$ cat src/rtl/fifo_uart_pkg.sv
// Shared types and helpers for the FIFO-fed UART transmitter.
// Holds the FSM state encoding plus frame-length and parity helpers.
package fifo_uart_pkg;

    typedef enum logic [2:0] {
        StIdle,
        StRead,
        StWait,
        StStart,
        StData,
        StParity,
        StStop
    } state_t;

    localparam int unsigned MaxDataWidth = 64;

    // Cycles from the falling edge of the start bit to the end of the last stop bit.
    function automatic int unsigned frame_cycles(
        input int unsigned data_width,
        input int unsigned parity_en,
        input int unsigned stop_bits,
        input int unsigned clks_per_bit
    );
        return (1 + data_width + parity_en + stop_bits) * clks_per_bit;
    endfunction

    function automatic logic parity_bit(
        input logic [MaxDataWidth-1:0] data,
        input logic                    odd
    );
        return (^data) ^ odd;
    endfunction

endpackage

$ cat src/rtl/uart_baud_counter.sv
// Bit-period timer: counts 0..CLKS_PER_BIT-1, wrapping on its own at the end of each bit.
// i_clear holds it at zero while no bit is being transmitted.
module uart_baud_counter #(
    parameter int unsigned CLKS_PER_BIT = 16
) (
    input  logic        i_clk,
    input  logic        i_rst_n,
    input  logic        i_clear,
    output logic        o_bit_tick,
    output logic [15:0] o_count
);

    localparam logic [15:0] LastCount = 16'(CLKS_PER_BIT - 1);

    logic [15:0] r_count;

    always_ff @(posedge i_clk or negedge i_rst_n) begin
        if (!i_rst_n) begin
            r_count <= '0;
        end else if (i_clear || (r_count == LastCount)) begin
            r_count <= '0;
        end else begin
            r_count <= r_count + 16'd1;
        end
    end

    assign o_bit_tick = (r_count == LastCount);
    assign o_count    = r_count;

endmodule

$ cat src/rtl/fifo_uart_tx.sv
// Drains a synchronous FIFO one word at a time and serialises each word as a UART frame:
// start bit, data LSB first, optional parity bit, one or two stop bits. Line idles high.
module fifo_uart_tx
    import fifo_uart_pkg::*;
#(
    parameter int unsigned DATA_WIDTH   = 8,
    parameter int unsigned CLKS_PER_BIT = 16,
    parameter bit          PARITY_EN    = 1'b0,
    parameter bit          PARITY_ODD   = 1'b0,
    parameter int unsigned STOP_BITS    = 1
) (
    input  logic                  clk,
    input  logic                  rst,
    input  logic                  tx_en,
    input  logic [DATA_WIDTH-1:0] fifo_data_out,
    input  logic                  fifo_empty,
    output logic                  fifo_rd_en,
    output logic                  tx,
    output logic                  busy,
    output logic                  frame_done,
    output logic [15:0]           frame_count
);

    localparam int unsigned    IdxW         = (DATA_WIDTH > 2) ? $clog2(DATA_WIDTH) : 1;
    localparam logic [IdxW-1:0] LastBit     = IdxW'(DATA_WIDTH - 1);
    localparam logic [IdxW-1:0] LastStop    = IdxW'(STOP_BITS - 1);
    localparam logic [15:0]     PreLastCount = 16'(CLKS_PER_BIT - 2);

    state_t                r_state;
    logic                  r_tx;
    logic [DATA_WIDTH-1:0] r_shift;
    logic                  r_parity;
    logic [IdxW-1:0]       r_bit_idx;
    logic                  r_frame_done;
    logic [15:0]           r_frame_count;

    logic        w_start;
    logic        w_baud_clear;
    logic        w_bit_tick;
    logic [15:0] w_baud_count;

    assign w_start      = tx_en && !fifo_empty;
    assign w_baud_clear = (r_state == StIdle) || (r_state == StRead) || (r_state == StWait);

    uart_baud_counter #(
        .CLKS_PER_BIT (CLKS_PER_BIT)
    ) u_baud (
        .i_clk      (clk),
        .i_rst_n    (rst),
        .i_clear    (w_baud_clear),
        .o_bit_tick (w_bit_tick),
        .o_count    (w_baud_count)
    );

    always_ff @(posedge clk or negedge rst) begin
        if (!rst) begin
            r_state       <= StIdle;
            r_tx          <= 1'b1;
            r_shift       <= '0;
            r_parity      <= 1'b0;
            r_bit_idx     <= '0;
            r_frame_done  <= 1'b0;
            r_frame_count <= '0;
        end else begin
            // Pulse lands on the final stop-bit cycle so it never overlaps a READ cycle.
            r_frame_done <= (r_state == StStop) && (r_bit_idx == LastStop) &&
                            (w_baud_count == PreLastCount);
            case (r_state)
                StIdle: begin
                    if (w_start) r_state <= StRead;
                end
                StRead: begin
                    r_state <= StWait;
                end
                StWait: begin
                    r_shift  <= fifo_data_out;
                    r_parity <= parity_bit(MaxDataWidth'(fifo_data_out), PARITY_ODD);
                    r_tx     <= 1'b0;
                    r_state  <= StStart;
                end
                StStart: begin
                    if (w_bit_tick) begin
                        r_tx      <= r_shift[0];
                        r_shift   <= r_shift >> 1;
                        r_bit_idx <= '0;
                        r_state   <= StData;
                    end
                end
                StData: begin
                    if (w_bit_tick) begin
                        if (r_bit_idx == LastBit) begin
                            r_bit_idx <= '0;
                            if (PARITY_EN) begin
                                r_tx    <= r_parity;
                                r_state <= StParity;
                            end else begin
                                r_tx    <= 1'b1;
                                r_state <= StStop;
                            end
                        end else begin
                            r_bit_idx <= r_bit_idx + 1'b1;
                            r_tx      <= r_shift[0];
                            r_shift   <= r_shift >> 1;
                        end
                    end
                end
                StParity: begin
                    if (w_bit_tick) begin
                        r_tx    <= 1'b1;
                        r_state <= StStop;
                    end
                end
                StStop: begin
                    if (w_bit_tick) begin
                        if (r_bit_idx == LastStop) begin
                            r_bit_idx     <= '0;
                            r_frame_count <= r_frame_count + 16'd1;
                            r_state       <= w_start ? StRead : StIdle;
                        end else begin
                            r_bit_idx <= r_bit_idx + 1'b1;
                        end
                    end
                end
                default: r_state <= StIdle;
            endcase
        end
    end

    assign fifo_rd_en  = (r_state == StRead);
    assign busy        = (r_state != StIdle);
    assign tx          = r_tx;
    assign frame_done  = r_frame_done;
    assign frame_count = r_frame_count;

endmodule

$ cat config.mk
export PLATFORM = sky130hd
export DESIGN_NAME = fifo_uart_tx
export DESIGN_NICKNAME = d
export VERILOG_FILES = /design/src/rtl/fifo_uart_pkg.sv /design/src/rtl/uart_baud_counter.sv /design/src/rtl/fifo_uart_tx.sv
export SDC_FILE = /design/constraint.sdc
export NUM_CORES = 1
export LEC_CHECK = 0
export CAP_MARGIN = 40
export CORE_ASPECT_RATIO = 0.75
export CORE_MARGIN = 5
export CORE_UTILIZATION = 43
export CTS_CLUSTER_DIAMETER = 30
export DETAILED_ROUTE_END_ITERATION = 8
export PLACE_DENSITY = 0.74
export SETUP_SLACK_MARGIN = 0.02
export SLEW_MARGIN = 10
export SYNTH_ARGS = -nofsm -noshare
export SYNTH_HDL_FRONTEND = slang
export SYNTH_SLANG_ARGS = --single-unit
$ cat constraint.sdc
create_clock -name clk -period 4.2 [get_ports clk]
set_clock_uncertainty 0.15 [all_clocks]
set_input_delay 0.42 -clock clk [delete_from_list [all_inputs] [get_ports clk]]
set_output_delay 0.42 -clock clk [all_outputs]
set_load 0.005 [all_outputs]
==> results.md <==
* Ports at 32
* Crit path DAT at roughly 3.0 ns
* Ant diodes at 0
* Vias per cell at 5.82
* Sequential Power Share at roughly 46%
* Initial antenna violation count at 0
* Die Y at around 80 um
* Worst setup endpoint: u_baud.o_count[3]$_DFF_PN0_
* Sw Ratio at between 30 and 40%
* P&R area growth vs syn at 18.9%
* Placed cell count at around 370
* Vias after detailed routing at roughly 2.2k
* Buffers & Inverters on Critical Path at 1
* Seq cells post-synth at between 40 and 50
* Global route overflow at 0
* Final Hold Viols at 0
* Crit-path most repeated cell: or4_1
* Clk_lat worst skew at about 0.31 ns
* Synthesis Warnings at 0
* Clock tree sinks at 48
* Total track usage at ~15%
* Worst R2R Start: u_baud.o_count[8]$_DFF_PN0_
* Post-CTS Setup Bufs at 0
* Crit path max-delay family: simple AND/OR/NAND/NOR gates
* Slew @ Worst Pin at approximately 0.8 ns
* CTS tree: yes
* WS Path Type: flop to flop
* Synth top cells by count: dfrtp_1 (47), nor2_1 (25), xnor2_1 (22)
* Path length in cells of the critical path at 5
* Worst reg2reg path endpoint: u_baud.o_count[3]$_DFF_PN0_
* First-pass GRT wire length at about 10000 um
* Initial Util at 44.7%
* Power Dens Cells at 441 nW/um2
* Final Max Slew Viols at 0
* Crit-path max FO at 19
* DRT iter0 DRCs at 130
* Max stage delay cell, worst path: or4_1
* Final wirelength at 5720 um
* Post-route DRC violation count at 0
* Top cells by area, synth: dfrtp_1 (45%), xnor2_1 (7.3%), nor2_1 (3.6%)
* Comb pwr share at 29.1%
* Cell Int Power at 0.912 mW
* Post-synth EDFFs at 0
* Cell count after synthesis at 270
* Detailed-placement wirelength estimate at approximately 3900 um
* Port bufs at 31
* Ratio of cells with drive above 1 in the final layout at under 10%
* DR pass1 iterations at 4
* RSZ-0062 raised after global routing: no
* Reg2Reg Setup Slack at roughly 1.2 ns
* Crit end category: flop
* Worst-case vdd ir drop at around 0.23 mV
* Static Leak at between 1 and 1.5 nW
* Synth top area share at between 40% and 50%
* Gpl congestion at about 0.80
* Fillers at roughly 540
* Sum Neg Setup Slack at 0 ns
* Worst hold-check path type: flop to flop
* Die area at between 7000 and 8000 um2
* Cell accounting for the most synthesized area: dfrtp_1
* Max stage delay on crit path at 0.84 ns
* Switching Power at between 0.4 and 0.5 mW
* Clock root buffer: clkbuf_8
* Startpoint Class: flop
* Largest net degree at the start of global routing at 38
* Site row count at 24
* Number of max-cap violations at 0
* WP data required at 4.24 ns
* Fin nets at 316
* WL/cell at about 15 um
* Synthesized area per cell at roughly 9.7 um2
* CTS Buffer Depth at 2
* Clock-pin slew on the worst setup and hold paths at about 0.1 ns
* Achievable Freq at 334 MHz
* Vias in the first global route at ~2.1k
* Final worst-path cycle share at around 71%
* Worst Reg-to-Reg Cells at 5
* Mapped Area at ~2600 um2
* Layout Cells excl Fill at ~380
* Setup crit start: u_baud.o_count[8]$_DFF_PN0_
* Synth unique cells at 45
* Top FF cell, synth: dfrtp_1
* Status: finished clean
* Clock period minus worst slack at between 2 and 3 ns
* Share of the yosys chip area belonging to registers at between 40% and 50%
* Antenna Nets Post-Route at 0
* Post-synth net total at about 290
* Clock power frac at 24.9%
* Core area at a little under 6000 um2
* Most numerous cell in the Yosys netlist: dfrtp_1
* Die width at between 100 and 150 um
* CTS Buf Count at 5
* CTS H-tree depth at 2
* Async S/R FF share, synth at between 90% and 100%
* Max-slew headroom at between 40% and 50%
* Crit path cell chain: or4_1 -> or4_1 -> o21ai_1 -> buf_4 -> nor2_1
* Setup-failing EPs final at 0
* Tot Pwr at around 1.4 mW
==> stage by stage <==
| stage | cell area [um2] | hold WS [ns] | utilization [%] | setup slack (ns) |
|---|---|---|---|---|
| 2_1_floorplan | 2630 | -0.0256 | - | 1.79 |
| 3_3_place_gp | 2980 | 0.311 | 50.6 | 1.25 |
| 3_5_place_dp | 3000 | 0.172 | 51.0 | 1.22 |
| 4_1_cts | 3130 | 0.335 | 53.2 | 1.20 |
| 5_1_grt | 3130 | 0.359 | 53.2 | 1.04 |
| 6_report | 3130 | 0.338 | 53.2 | 1.21 |
==> routing by layer <==
| metal | global-route usage (%) | up-vias | wire [um] |
|---|---|---|---|
| met3 | 3.14 | 5 | 352 |
| met4 | 3.77 | 0 | 48 |
| met1 | 21.6 | 1071 | 2690 |
| met2 | 24.7 | 70 | 2630 |
| met5 | 0 | - | 0 |
| li1 | - | 1049 | - |
==> logic make-up after synthesis <==
kind of cell / synth area share [%]
simple gates: 20.5
compound gates: 13.4
flops: 45.7
fa+ha+maj: 2.85
mux: 4.18
xor+xnor: 9.65
buf+inv: 3.76
==> worst register-to-register path: stages (launching register included) <==
cell	delay [ns]
dfrtp_1	0.44
or4_1	0.57
or4_1	0.84
o21ai_1	0.55
buf_4	0.27
nor2_1	0.06
==> placed cells by master, fill, tap and decap left out, types with 2 or more instances in the layout <==
master / n
dfrtp_1: 47
clkdlybuf4s50_1: 30
nor2_1: 25
xnor2_1: 22
nand3_1: 14
nand2_1: 12
o21ai_0: 12
nand4_1: 11
a21oi_1: 11
inv_1: 9
nor3_1: 9
nor4_1: 9
mux2_2: 8
a221oi_1: 8
xor2_1: 7
a32oi_1: 7
ha_1: 6
nand2b_1: 5
clkbuf_8: 5
or4_1: 4
a211oi_1: 4
and2_1: 2
and3_1: 2
mux2i_1: 2
nor2b_1: 2
a22o_1: 2
buf_4: 2
==> state kept, by name, summed over array words and instances, names as in the netlist <==
| name | flops |
|---|---|
| frame_count | 16 |
| frame_done | 1 |
| r_bit_idx | 3 |
| r_shift | 8 |
| r_state | 3 |
| tx | 1 |
| u_baud.o_count | 16 |
==> repair_timing <==
item | 4_1_cts | 5_1_grt
hold endpoints to repair | 11 | 0
hold buffers | 1 | 0
gates resized for setup | 0 | 0
endpoints found under the setup margin | 0 | 0
==> worst min path at each step <==
stage,start,to,slack (ns),depth (start not counted)
after global routing,frame_count[15]$_DFFE_PN0P_,frame_count[15]$_DFFE_PN0P_,0.36,1
final,frame_count[15]$_DFFE_PN0P_,frame_count[15]$_DFFE_PN0P_,0.34,1
after global placement,frame_count[15]$_DFFE_PN0P_,frame_count[15]$_DFFE_PN0P_,0.31,1
after detailed placement,rst,frame_count[10]$_DFFE_PN0P_,0.17,1
after CTS,frame_count[15]$_DFFE_PN0P_,frame_count[15]$_DFFE_PN0P_,0.33,1
after floorplan,rst,frame_count[0]$_DFFE_PN0P_,-0.03,0
==> layout make-up <==
class                           instances  area, um2  area share [%]
Clock buffer                            5       68.8            2.20
Inverter                                9       33.8            1.08
Sequential cell                        48       1200            38.4
Multi-Input combinational cell        199       1330            42.5
Clock inverter                          3       46.3            1.48
Timing Repair Buffer                   35        350            11.2
Tap cell                               78       97.6            3.12
==> power groups by stage <==
stage | registers (mW) | logic, mW | clock network [mW]
floorplan | 0.593 | 0.336 | 0
global placement | 0.639 | 0.379 | 0
detailed placement | 0.642 | 0.406 | 0
CTS | 0.633 | 0.406 | 0.357
global route | 0.649 | 0.453 | 0.375
finish | 0.635 | 0.401 | 0.344
Power figures use the tool's default switching activity.
